File: src/rtl/state_word_demux.sv
// state_word_demux: captures one 320-bit state and streams its five words to one of two consumers
module state_word_demux #(
  parameter int NB_WORDS = 5,
  parameter int WORD_W   = 64
) (
  input  logic                       clock_i,
  input  logic                       reset_i,
  input  logic                       load_i,
  input  logic                       sel_i,
  input  logic [NB_WORDS*WORD_W-1:0] state_i,
  output logic                       ready_o,
  output logic [WORD_W-1:0]          word_o,
  output logic [2:0]                 idx_o,
  output logic                       valid1_o,
  input  logic                       ready1_i,
  output logic                       valid2_o,
  input  logic                       ready2_i,
  output logic                       done_o
);
  typedef enum logic {IDLE, SEND} state_t;
  localparam logic [2:0] LAST = 3'(NB_WORDS - 1);
  state_t                     r_st, w_st;
  logic [NB_WORDS*WORD_W-1:0] r_buf, w_buf;
  logic                       r_sel, w_sel;
  logic [2:0]                 r_idx, w_idx;
  logic                       r_done, w_done;
  logic                       w_xfer;
  assign w_xfer   = (r_st == SEND) && (r_sel ? ready2_i : ready1_i);
  assign ready_o  = (r_st == IDLE);
  assign valid1_o = (r_st == SEND) && !r_sel;
  assign valid2_o = (r_st == SEND) && r_sel;
  assign word_o   = r_buf[NB_WORDS*WORD_W-1 -: WORD_W];
  assign idx_o    = r_idx;
  assign done_o   = r_done;
  // buffer shifts up one word per transfer so the head word is always the one on word_o
  always_comb begin
    w_st   = r_st;
    w_buf  = r_buf;
    w_sel  = r_sel;
    w_idx  = r_idx;
    w_done = 1'b0;
    if (r_st == IDLE && load_i) begin
      w_st  = SEND;
      w_buf = state_i;
      w_sel = sel_i;
      w_idx = 3'd0;
    end else if (w_xfer) begin
      w_buf  = r_buf << WORD_W;
      w_idx  = (r_idx == LAST) ? 3'd0 : r_idx + 3'd1;
      w_st   = (r_idx == LAST) ? IDLE : SEND;
      w_done = (r_idx == LAST);
    end
  end
  // state register with synchronous reset that also aborts a send in progress
  always_ff @(posedge clock_i) begin
    if (reset_i) begin
      r_st   <= IDLE;
      r_buf  <= '0;
      r_sel  <= 1'b0;
      r_idx  <= 3'd0;
      r_done <= 1'b0;
    end else begin
      r_st   <= w_st;
      r_buf  <= w_buf;
      r_sel  <= w_sel;
      r_idx  <= w_idx;
      r_done <= w_done;
    end
  end
endmodule

File: config.mk
export PLATFORM = sky130hd
export DESIGN_NAME = state_word_demux
export DESIGN_NICKNAME = d
export VERILOG_FILES = /design/src/rtl/state_word_demux.sv
export SDC_FILE = /design/constraint.sdc
export NUM_CORES = 1
export LEC_CHECK = 0
export CORE_ASPECT_RATIO = 1.1
export CORE_UTILIZATION = 49
export CTS_CLUSTER_SIZE = 25
export DETAILED_ROUTE_END_ITERATION = 8
export PLACE_DENSITY_LB_ADDON = 0.1
export SYNTH_ARGS = -nofsm -noshare
export SYNTH_HDL_FRONTEND = slang
export SYNTH_SLANG_ARGS = --single-unit
File: constraint.sdc
create_clock -name clock_i -period 2.5 [get_ports clock_i]
set_clock_uncertainty 0.2 [all_clocks]
set_input_delay 0.25 -clock clock_i [delete_from_list [all_inputs] [get_ports clock_i]]
set_output_delay 0.25 -clock clock_i [all_outputs]
set_load 0.005 [all_outputs]
## Yosys cells after proc, flatten, opt, wreduce, memory -nomap -nowiden

Index checks and enable logic that the tools add are counted.

| cells by class | value |
|---|---|
| $add $sub $neg | 1 |
| equal/unequal tests | 1 |
| multiplexer cells | 7 |
| bitwise logic cells | 2 |
| reductions and logical operators | 8 |

Operators by type and width:

| operator | count |
|---|---|
| $mux W320 | 2 |
| $logic_and A1 B1 Y1 | 4 |
| $mux W1 | 4 |
| $add A3 B1 Y3 const B | 1 |
| $eq A3 B3 Y1 const B | 1 |
| $mux W3 | 1 |
| $reduce_or A3 Y1 | 1 |
| $not A1 Y1 | 2 |
| $reduce_bool A2 Y1 | 1 |
| $reduce_or A2 Y1 | 1 |
| $logic_not A1 Y1 | 1 |

| word-level totals | value |
|---|---|
| register bits | 326 |
| input bits | 326 |
| output and inout port bits | 71 |
| word-level logic and storage cells | 24 |

## Depth between registers and ports, before layout

Gate-level depths: netlist of the first run.

| logic depth | value |
|---|---|
| word-level depth | 4 |
| mapped depth | 7 |
| gate-level depth less buffers | 5 |

## Worst setup path before layout of the first run

No wires, ideal clock.

| timing path | value |
|---|---|
| kind | register to register |
| start point | reg r_sel |
| end point | reg r_buf[290] |
| setup time | 0.134 ns |
| arrival | 1.448 ns |
| required time | 2.166 ns |
| path slack | 0.718 ns |
| cell stages (with the launch flop) | 7 |
| buffers on the path | 3 |
| clock period less this slack | 1.782 ns |
| path through | dfxtp_1 mux2_1 buf_4 buf_8 buf_6 a211oi_1 nor4_1 |

| on the way | value |
|---|---|
| cells in the longest elaborated chain, start to end | 3 |

Ends and longest elaborated chain:

| element | line | source |
|---|---|---|
| start, declared | 24 | `logic r_sel, w_sel;` |
| start signal, assigned | 65 | `r_sel <= w_sel;` |
| $mux W1 | 28 | `assign w_xfer = (r_st == SEND) && (r_sel ? ready2_i : ready1_i);` |
| $logic_and A1 B1 Y1 | 28 |  |
| $reduce_bool A2 Y1 (no line) | - |  |
| end signal, assigned | 64 | `r_buf <= w_buf;` |
| end, declared | 23 | `logic [NB_WORDS*WORD_W-1:0] r_buf, w_buf;` |

No other way between the ends.
A chain may end at the register's enable or synchronous reset.

## Final worst setup path of the first run

| timing path | value |
|---|---|
| start point | reg r_sel |
| end point | out valid2_o |

| on the way | value |
|---|---|
| cells in the longest elaborated chain, start to end | 1 |

Ends and longest elaborated chain:

| element | line | source |
|---|---|---|
| $logic_and A1 B1 Y1 | 31 | `assign valid2_o = (r_st == SEND) && r_sel;` |
| end, declared | 16 | `output logic valid2_o,` |

No other way between the ends.

==> run summary, run 1 <==
ratio of cells with drive above 1 in the final layout = 5.572%
area leader, netlist = dfxtp_1
max-slew violation count = 0
crit path launch type = flip-flop
number of flops mapped to enable cells by yosys = 0
area share of the largest cell type after synthesis = 43.15%
Post-synth top cells = dfxtp_1 (326), nor2_1 (258), a211oi_1 (256)
initial antenna violation count = 16
Crit path arrival time = 1840 ps
synthesized area = 15130 sq um
ys flop type = dfxtp_1
sequential area share after synthesis = 43.15%
Storage cell area = 6530 sq um
Yosys reg bits = 326
Root Buffer Master = clkbuf_16
CP endpoint kind = output pin
Detailed Place HPWL = 31.15 mm
status = finished clean
slew margin rel. = 45.30%
postcts setup bufs = 0
slowest CP cell = clkdlybuf4s50_1
buffers and inverters on the worst path = 2
syn_area_per_cell = 8.076 sq um
Min-Delay Path Class = input pin to flip-flop
IO buf count = 396
delay of the slowest critical-path stage = 570 ps
Die X-Extent = 169.5 microns
Post-synth ARST share = 0%
Setup TNS = 0 ps
crit-path cells = buf_4 > and2_1 > clkdlybuf4s50_1
DR vias = 15018
largest net degree at the start of global routing = 125
cells after synthesis = 1873
CTS tree = done
Fin. Hold Viols = 0
vias in the first global route = 13870
Initial DRT Pass Iterations = 8
DRT antenna net count = 0
vias per std cell = 5.983
Core Region = 30430 sq um
routed len/inst = 19.00 microns
total gr overflow = 0
maxcap violations = 0
I/O Pins = 397
clock slew at reported path FFs = 60 ps
Worst IR Drop VDD = 451.1 uV
design area = 19970 sq um
Clock Tree Buf Depth = 3
Leak = 6.799 nW
Num CTS Buffers = 35
PwrDens = 676.1 nW/um^2
clock sinks = 326
most common cell in the netlist = dfxtp_1
routed wire length = 47.70 mm
final-layout fill cell count = 2647
starting density of the core = 49.71%
endpoints failing setup = 0
DIE AREA = 31580 sq um
Min Clock Period, post-route = 2293 ps
Synth cell types = 24
cell family with the largest share of critical-path delay = buffers and inverters
area grow syn2layout = 32.02%
Rows = 67
GP Congestion = 0.9033
nets@finish = 2386
Synth Warn # = 0
placed instance area = 18810 sq um
CP required = 2050 ps
total track usage = 28.97%
WS Path Type = flip-flop to output pin
Tcrit/Tclk final = 91.71%
max frequency = 436.2 MHz
# resized after CTS = 0
Worst-Skew Late Latency = 510 ps
RSZ-0062 raised after global routing = no
initial DRC count = 1344
Worst Max-Slew Pin Slew = 820.5 ps
first-pass GRT wire length = 74.16 mm
Syn Nets = 2201
hold buffer count at CTS = 0
H-tree lvl count = 2
Die Y = 186.3 microns
area of the multi-input gates = 7014 sq um
DRC viols = 0
CP Max Fanout = 3
Synth area leaders = dfxtp_1 (43%), a211oi_1 (13%), nor2_1 (6.4%)
## layout by cell type (no fill, tap or decap), types with 5 or more instances in the layout
cell | Yosys | final
o211ai_1 | 64 | 64
clkinv_2 | 0 | 9
clkdlybuf4s50_1 | 0 | 395
dfxtp_1 | 326 | 325
a21oi_1 | 67 | 67
clkbuf_8 | 0 | 6
nand2_1 | 67 | 67
nor2_1 | 258 | 258
diode_2 | 0 | 14
o21ai_0 | 131 | 131
a211oi_1 | 256 | 256
nor4_1 | 129 | 129
buf_12 | 0 | 29
clkbuf_16 | 0 | 37
clkbuf_1 | 152 | 5
nor3_1 | 132 | 132
a31oi_1 | 129 | 129
buf_4 | 69 | 24
## per-stage QoR
stage | hold WS, ps | total power, mW | util (%) | cells | worst slack, ps
after global routing | 89.05 | 14.05 | 65.59 | 2506 | 140.1
final | 65.02 | 13.50 | 65.62 | 2510 | 207.3
after CTS | 61.49 | 13.55 | 65.51 | 2496 | 201.7
after floorplan | 186.0 | 7.454 | - | 1873 | 717.7
after detailed placement | 275.3 | 8.517 | 61.81 | 2435 | 224.3
after global placement | 267.1 | 8.467 | 61.81 | 2435 | 262.6
## kinds of logic after synthesis
group                      after synthesis  synth area share [%]
AOI/OAI and AO/OA                      647                 27.77
adders and majority gates                2                0.1654
buffers and inverters                  304                 10.68
DFF                                    326                 43.15
muxes                                    2                0.2233
and+or+nand+nor                        592                 18.02
## power by group
part	switching (mW)	internal [mW]
logic	1.29	1.26
registers	0.252	5.64
clock network	2.09	2.98
total	3.63	9.87
## registers in the layout, summed over array words and instances, names as in the netlist
signal and count:
done_o 1, r_sel 1, r_buf 320, r_st 1, idx_o 3
## routing by layer
metal  GRT usage (%)  vias up  routed length, microns
li1                -     7298                       -
met1           41.54     7013                   21520
met2           42.50      600                   20960
met3           5.226       99                    3561
met4           12.47        8                    1602
met5               0        -                      57
## final timing paths
path | from | endpoint | slack (ps) | cells past startpoint
max reg2reg | r_sel$_SDFFE_PP0P_ | r_buf[89]$_SDFFE_PP0P_ | 390 | 5
min reg2reg | r_buf[225]$_SDFFE_PP0P_ | r_buf[225]$_SDFFE_PP0P_ | 280 | 2
min | reset_i | r_buf[0]$_SDFFE_PP0P_ | 70 | 2
max | r_sel$_SDFFE_PP0P_ | valid2_o | 210 | 3
## area by class of cell
cell class	instances	share of cell area, %
tap	414	2.594
clock inverter	13	0.4825
sequential	326	32.70
inverter	3	0.09398
antenna	14	0.1754
timing repair buffer	449	23.68
multi-input combinational	1243	35.13
clock buffer	48	5.144
Note: power is estimated with default switching activity, not from simulation.
==> run 2: changes to the inputs <==
--- a/config.mk
+++ b/config.mk
@@ -5,6 +5,7 @@
 export SDC_FILE = /design/constraint.sdc
 export NUM_CORES = 1
 export LEC_CHECK = 0
+export ABC_CLOCK_PERIOD_IN_PS = 2500
 export CORE_ASPECT_RATIO = 1.1
 export CORE_UTILIZATION = 49
 export CTS_CLUSTER_SIZE = 25
==> results of run 2 <==
The final DEF is identical to that of run 1; final timing and power are the same.
